[config.mk]
export PLATFORM = sky130hd
export DESIGN_NAME = serial_cmd_deser
export DESIGN_NICKNAME = d
export VERILOG_FILES = /design/src/rtl/serial_cmd_deser_pkg.sv /design/src/rtl/serial_cmd_deser_sync_edge_det.sv /design/src/rtl/serial_cmd_deser.sv
export SDC_FILE = /design/constraint.sdc
export NUM_CORES = 1
export LEC_CHECK = 0
export CORE_MARGIN = 3
export CORE_UTILIZATION = 49
export CTS_CLUSTER_SIZE = 24
export DETAILED_ROUTE_END_ITERATION = 8
export HOLD_SLACK_MARGIN = 0.15
export PLACE_DENSITY = 0.81
export SLEW_MARGIN = 20
export SYNTH_ARGS = -nofsm -noshare
export SYNTH_HDL_FRONTEND = slang
export SYNTH_SLANG_ARGS = --single-unit
[constraint.sdc]
create_clock -name master_clk -period 2.66 [get_ports master_clk]
set_input_delay 0.532 -clock master_clk [delete_from_list [all_inputs] [get_ports master_clk]]
set_output_delay 0.532 -clock master_clk [all_outputs]
set_load 0.01 [all_outputs]
[src/rtl/serial_cmd_deser_pkg.sv]
// Shared definitions for the serial settings bus slave: FSM states, frame geometry, counter helper.
// Latency: none (types and constants only).
// Backpressure: none.
package serial_cmd_deser_pkg;

    typedef enum logic [1:0] {
        ST_IDLE  = 2'd0,
        ST_HDR   = 2'd1,
        ST_WDATA = 2'd2,
        ST_RDATA = 2'd3
    } state_t;

    localparam int HDR_BITS   = 8;
    localparam int DATA_BITS  = 32;
    localparam int FRAME_BITS = HDR_BITS + DATA_BITS;
    localparam int RD_BIT     = 7;
    localparam int CNT_W      = 6;

    localparam logic [CNT_W-1:0] HDR_LAST  = CNT_W'(HDR_BITS - 1);
    localparam logic [CNT_W-1:0] FRAME_CNT = CNT_W'(FRAME_BITS);

    // bit counter saturates so over-long frames can never wrap back to a valid length
    function automatic logic [CNT_W-1:0] cnt_inc(input logic [CNT_W-1:0] c);
        return (c == {CNT_W{1'b1}}) ? c : c + CNT_W'(1);
    endfunction

endpackage

[src/rtl/serial_cmd_deser_sync_edge_det.sv]
// Synchroniser chain plus delay flop giving level and single-cycle rise/fall pulses.
// Latency: STAGES master_clk cycles to level, pulses valid in the same cycle as the new level.
// Backpressure: none; the input is free-running.
module sync_edge_det #(
    parameter int   STAGES  = 2,
    parameter logic RST_VAL = 1'b0
) (
    input  logic master_clk,
    input  logic reset_n,
    input  logic din,
    output logic level,
    output logic rise,
    output logic fall
);

    logic [STAGES-1:0] sync_q;
    logic              dly_q;

    always_ff @(posedge master_clk or negedge reset_n) begin
        if (!reset_n) begin
            sync_q <= {STAGES{RST_VAL}};
            dly_q  <= RST_VAL;
        end else begin
            sync_q <= {sync_q[STAGES-2:0], din};
            dly_q  <= sync_q[STAGES-1];
        end
    end

    assign level = sync_q[STAGES-1];
    assign rise  = level & ~dly_q;
    assign fall  = ~level & dly_q;

endmodule

[src/rtl/serial_cmd_deser.sv]
// Serial settings bus slave: 40-bit write frames to addr/data/strobe, read frames shift out a status word.
// Latency: strobe 3 master_clk edges after serial_enable is first sampled low; optional SERIAL_FRAME_CHECK_EN adds frame_err_cnt.
// Backpressure: none; the bus master is never stalled, malformed frames are dropped.
module serial_cmd_deser
    import serial_cmd_deser_pkg::*;
#(
    parameter int SYNC_STAGES = 2,
    parameter int NUM_RB      = 4
) (
    input  logic        master_clk,
    input  logic        reset_n,
    input  logic        serial_clock,
    input  logic        serial_enable,
    input  logic        serial_sdi,
    output logic        serial_sdo,
    output logic        serial_sdo_oe,
    input  logic [31:0] readback_0,
    input  logic [31:0] readback_1,
    input  logic [31:0] readback_2,
    input  logic [31:0] readback_3,
    output logic [6:0]  serial_addr,
    output logic [31:0] serial_data,
    output logic        serial_strobe
`ifdef SERIAL_FRAME_CHECK_EN
    ,
    output logic [7:0]  frame_err_cnt
`endif
);

    localparam logic [7:0] NUM_RB_L = 8'(NUM_RB);

    logic clk_rise, clk_fall, clk_level_unused;
    logic en_level, en_rise, en_fall;
    logic sdi_level, sdi_rise_unused, sdi_fall_unused;

    sync_edge_det #(.STAGES(SYNC_STAGES), .RST_VAL(1'b0)) u_sync_clk (
        .master_clk (master_clk),
        .reset_n    (reset_n),
        .din        (serial_clock),
        .level      (clk_level_unused),
        .rise       (clk_rise),
        .fall       (clk_fall)
    );

    // enable resets high so a frame already running at reset release cannot look like a fresh start
    sync_edge_det #(.STAGES(SYNC_STAGES), .RST_VAL(1'b1)) u_sync_en (
        .master_clk (master_clk),
        .reset_n    (reset_n),
        .din        (serial_enable),
        .level      (en_level),
        .rise       (en_rise),
        .fall       (en_fall)
    );

    sync_edge_det #(.STAGES(SYNC_STAGES), .RST_VAL(1'b0)) u_sync_sdi (
        .master_clk (master_clk),
        .reset_n    (reset_n),
        .din        (serial_sdi),
        .level      (sdi_level),
        .rise       (sdi_rise_unused),
        .fall       (sdi_fall_unused)
    );

    state_t                 state_q, state_n;
    logic [CNT_W-1:0]       bit_cnt_q, bit_cnt_n;
    logic [HDR_BITS-1:0]    hdr_q, hdr_n, hdr_shift;
    logic [DATA_BITS-1:0]   wdat_q, wdat_n;
    logic [DATA_BITS-1:0]   shift_q, shift_n;
    logic [DATA_BITS-1:0]   rb_word;
    logic [6:0]             addr_q, addr_n;
    logic [DATA_BITS-1:0]   data_q, data_n;
    logic                   arm_q, strobe_q, strobe_n, oe_q, err_inc;

    assign hdr_shift = {hdr_q[HDR_BITS-2:0], sdi_level};

    always_comb begin
        rb_word = '0;
        case (hdr_shift[6:0])
            7'd0:    rb_word = readback_0;
            7'd1:    rb_word = readback_1;
            7'd2:    rb_word = readback_2;
            7'd3:    rb_word = readback_3;
            default: rb_word = '0;
        endcase
        if ({1'b0, hdr_shift[6:0]} >= NUM_RB_L) begin
            rb_word = '0;
        end
    end

    always_ff @(posedge master_clk or negedge reset_n) begin
        if (!reset_n) begin
            state_q   <= ST_IDLE;
            bit_cnt_q <= '0;
            hdr_q     <= '0;
            wdat_q    <= '0;
            shift_q   <= '0;
            addr_q    <= '0;
            data_q    <= '0;
            arm_q     <= 1'b0;
            strobe_q  <= 1'b0;
            oe_q      <= 1'b0;
        end else begin
            state_q   <= state_n;
            bit_cnt_q <= bit_cnt_n;
            hdr_q     <= hdr_n;
            wdat_q    <= wdat_n;
            shift_q   <= shift_n;
            addr_q    <= addr_n;
            data_q    <= data_n;
            arm_q     <= arm_q | ~en_level;
            strobe_q  <= strobe_n;
            oe_q      <= (state_n == ST_RDATA);
        end
    end

    // a clock edge is folded into the *_n values before an enable fall in the same cycle inspects them
    always_comb begin
        state_n   = state_q;
        bit_cnt_n = bit_cnt_q;
        hdr_n     = hdr_q;
        wdat_n    = wdat_q;
        shift_n   = shift_q;
        addr_n    = addr_q;
        data_n    = data_q;
        strobe_n  = 1'b0;
        err_inc   = 1'b0;
        case (state_q)
            ST_IDLE: begin
                if (en_rise && arm_q) begin
                    state_n   = ST_HDR;
                    bit_cnt_n = '0;
                end
            end
            ST_HDR: begin
                if (clk_rise) begin
                    hdr_n     = hdr_shift;
                    bit_cnt_n = cnt_inc(bit_cnt_q);
                    if (bit_cnt_q == HDR_LAST) begin
                        if (hdr_shift[RD_BIT]) begin
                            state_n = ST_RDATA;
                            shift_n = rb_word;
                        end else begin
                            state_n = ST_WDATA;
                        end
                    end
                end
                if (en_fall) begin
                    state_n = ST_IDLE;
                end
            end
            ST_WDATA: begin
                if (clk_rise) begin
                    if (bit_cnt_q < FRAME_CNT) begin
                        wdat_n = {wdat_q[DATA_BITS-2:0], sdi_level};
                    end
                    bit_cnt_n = cnt_inc(bit_cnt_q);
                end
                if (en_fall) begin
                    state_n = ST_IDLE;
                    if (bit_cnt_n == FRAME_CNT) begin
                        addr_n   = hdr_q[6:0];
                        data_n   = wdat_n;
                        strobe_n = 1'b1;
                    end else begin
                        err_inc = 1'b1;
                    end
                end
            end
            ST_RDATA: begin
                if (clk_rise) begin
                    bit_cnt_n = cnt_inc(bit_cnt_q);
                end
                if (clk_fall) begin
                    shift_n = {shift_q[DATA_BITS-2:0], 1'b0};
                end
                if (en_fall) begin
                    state_n = ST_IDLE;
                    err_inc = (bit_cnt_n != FRAME_CNT);
                end
            end
            default: state_n = ST_IDLE;
        endcase
    end

    assign serial_addr   = addr_q;
    assign serial_data   = data_q;
    assign serial_strobe = strobe_q;
    assign serial_sdo_oe = oe_q;
    assign serial_sdo    = oe_q & shift_q[DATA_BITS-1];

`ifdef SERIAL_FRAME_CHECK_EN
    logic [7:0] err_q;

    always_ff @(posedge master_clk or negedge reset_n) begin
        if (!reset_n) begin
            err_q <= '0;
        end else if (err_inc && (err_q != 8'hFF)) begin
            err_q <= err_q + 8'd1;
        end
    end

    assign frame_err_cnt = err_q;
`else
    logic err_inc_unused;
    assign err_inc_unused = err_inc;
`endif

endmodule

==> impl_metrics.env, run 1 <==
export IMPL_status="finished clean"
export IMPL_fmax_ghz=0.416
export IMPL_ys_ff_latch=129
export IMPL_synth_ff_type="dfrtp_1"
export IMPL_synth_async_reset_ratio=1.00
export IMPL_row_count=40
export IMPL_grt_pass1_wl_mm=26.0
export IMPL_synth_cell_types=46
export IMPL_tns_ns=0
export IMPL_drc_errors=0
export IMPL_m1WireLength_mm=6.35
export IMPL_grt_max_degree=43
export IMPL_dieArea_um2=14400
export IMPL_grt_usage=0.230
export IMPL_slowest_stage="dfrtp_1"
export IMPL_drv_slew=0
export IMPL_cts_clk_slew_worst_paths_ns=0.06
export IMPL_grt_overflow_total=0
export IMPL_cp_data_arrival_time_ns=2.70
export IMPL_initial_core_util=0.514
export IMPL_cts_tree="done"
export IMPL_dp_hpwl_mm=11.3
export IMPL_first_global_vias=5074
export IMPL_top_layer_used="met4"
export IMPL_post_cts_repair_setup_buffers=0
export IMPL_finalClockSkew_ns=0.00805
export IMPL_drive_gt1_frac=0.309
export IMPL_pre_cts_ws_ns=0.290
export IMPL_cts_buffers=17
export IMPL_syn_inst=471
export IMPL_antenna_found_initial=0
export IMPL_clock_sinks=129
export IMPL_fin_area_um2=8970
export IMPL_cp_max_fo=39
export IMPL_cts_root_buf="clkbuf_16"
export IMPL_cts_max_level=4
export IMPL_swShare=0.240
export IMPL_required_ns=2.96
export IMPL_antennaDiodeCount=0
export IMPL_syn_to_final_growth_pct=41.2
export IMPL_crit_chain="ha_1, and4b_1, nand4b_1, a21oi_1, o2111ai_4, buf_12, mux2_4"
export IMPL_placed_cell_area_um2=8330
export IMPL_hold_viol_final=0
export IMPL_cap_violations=0
export IMPL_worst_hold_path_type="reg2reg"
export IMPL_p_per_area_nw_per_um2=591
export IMPL_vias_per_cell=5.60
export IMPL_synth_edf_count=0
export IMPL_seq_area_frac_synth=0.509
export IMPL_num_vias=4651
export IMPL_crit_type="reg2reg"
export IMPL_rsz0062_at_grt="no"
export IMPL_clk_latency_ns=0.41
export IMPL_seq_power_share=0.398
export IMPL_finalNetCount=784
export IMPL_ant_nets=0
export IMPL_p_leak_nw=3.88
export IMPL_final_cell_mix="173 x clkdlybuf4s50_1, 125 x dfrtp_1, 101 x mux2_2, 60 x nand2_1, 32 x mux4_2"
export IMPL_clkPwrFrac=0.455
export IMPL_finalHoldWorstSlack_ns=0.350
export IMPL_fillerInstances=841
export IMPL_die_x_um=120
export IMPL_cts_resized=0
export IMPL_num_io_pins=175
export IMPL_utilization=0.725
export IMPL_drt_iter0_drc=185
export IMPL_yosysWarnings=0
export IMPL_coreArea_um2=12400
export IMPL_drt_wirelength_per_cell_um=19.4
export IMPL_cp_slowest_stage_delay_ns=0.44
export IMPL_drt_wl_total_mm=16.1
export IMPL_timing_final_crit_share=0.904
export IMPL_vdd_drop_max_v=0.000409
export IMPL_place_congestion=0.814
export IMPL_relSlewSlack=0.334
export IMPL_synth_nets=605
export IMPL_clock_path_buffers=2
export IMPL_max_slew_worst_pin_slew_ns=0.998
export IMPL_wl_met2_mm=8.53
export IMPL_setup_viol=0
export IMPL_port_buffers=174
export IMPL_p_comb_frac=0.147
export IMPL_dr_pass1_iters=4
export IMPL_endpoint_kind="flop"
export IMPL_synth_area_per_cell_um2=13.5
export IMPL_ctsHoldBuffers=1
export IMPL_cp_start_kind="flop"
export IMPL_final_common_cell="clkdlybuf4s50_1"
export IMPL_die_h_um=120
export IMPL_netlist_area_um2=6350
export IMPL_post_route_min_period_ns=2.40
export IMPL_setup_ws_ns=0.257
export IMPL_p_int_mw=4.03
export IMPL_net_switching_power_mw=1.27
export IMPL_wl_met3_um=962
==> synth_stat cells (5+ instances only) <==
cell type	instances	area share
buf_1	5	0.0030
nor2_1	7	0.0041
mux2_2	101	0.18
nand2_1	60	0.035
buf_2	7	0.0055
a22oi_1	31	0.037
mux2_4	10	0.024
clkbuf_1	17	0.010
dfrtp_1	126	0.50
o21ai_0	14	0.011
mux4_2	32	0.11
a31oi_1	5	0.0049
==> final timing paths <==
path,start,to,slack (ns),depth (start not counted)
min in group asynchronous,reset_n,bit_cnt_q[2]$_DFFE_PN0P_,0.65,2
min reg2reg,u_sync_sdi.sync_q[0]$_DFF_PN0_,u_sync_sdi.sync_q[1]$_DFF_PN0_,0.35,0
max,bit_cnt_q[0]$_DFFE_PN0P_,serial_data[24]$_DFFE_PN0P_,0.26,7
min,u_sync_sdi.sync_q[0]$_DFF_PN0_,u_sync_sdi.sync_q[1]$_DFF_PN0_,0.35,0
max reg2reg,bit_cnt_q[0]$_DFFE_PN0P_,serial_data[24]$_DFFE_PN0P_,0.26,7
max in group asynchronous,reset_n,serial_data[26]$_DFFE_PN0P_,1.35,3
==> metrics by stage <==
step,instances,total power [mW]
2_1_floorplan,471,2.53
3_3_place_gp,798,2.89
3_5_place_dp,798,2.92
4_1_cts,831,5.35
5_1_grt,831,5.51
6_report,831,5.30
==> power by group through the flow <==
stage | logic (mW) | clock network (mW) | registers [mW]
floorplan | 0.421 | 0 | 2.11
detailed placement | 0.776 | 0 | 2.14
CTS | 0.788 | 2.45 | 2.11
global placement | 0.760 | 0 | 2.13
finish | 0.778 | 2.41 | 2.11
global route | 0.834 | 2.55 | 2.12
==> sequential cells by signal, indices dropped and copies added (netlist names), 2 cells and up <==
name and cells:
bit_cnt_q 6, u_sync_en.sync_q 2, wdat_q 32, u_sync_clk.sync_q 2
u_sync_sdi.sync_q 2, hdr_q 7, state_q 2, serial_data 32
shift_q 32, serial_addr 7
==> logic make-up after synthesis <==
| logic type | synth area share |
|---|---|
| buffers and inverters | 0.0232 |
| DFF | 0.509 |
| muxes | 0.316 |
| adders and majority gates | 0.00197 |
| AOI/OAI and AO/OA | 0.0705 |
| and+or+nand+nor | 0.0792 |
==> critical path, delay by kind of cell (launching register included) <==
| kind | cells | cell delay, ns |
|---|---|---|
| AO/OA/AOI/OAI | 2 | 0.47 |
| adder cells (fa/ha/maj) | 1 | 0.32 |
| buffers and inverters | 1 | 0.23 |
| flip-flops | 1 | 0.44 |
| multiplexers | 1 | 0.32 |
| AND/OR/NAND/NOR | 2 | 0.49 |
==> per-layer routing <==
layer	global-route usage	vias to the layer above
li1	-	2133
met1	0.273	2349
met2	0.407	148
met3	0.0707	21
met4	0.0623	0
met5	0	-
==> cell type report <==
| type | instances | area (µm²) | area share |
|---|---|---|---|
| clock buffer | 20 | 467 | 0.0520 |
| clock inverter | 12 | 158 | 0.0176 |
| timing repair buffer | 192 | 1900 | 0.212 |
| multi-input combinational | 310 | 3000 | 0.334 |
| tap | 168 | 210 | 0.0234 |
| sequential | 129 | 3230 | 0.361 |
Power figures use the tool's default switching activity.
==> run 2: changes to the inputs <==
Settings changed: ABC_CLOCK_PERIOD_IN_PS set to 2660, CTS_CLUSTER_SIZE 24 to 16.
==> results of run 2 <==
The final DEF is identical to that of run 1; final timing and power are the same.
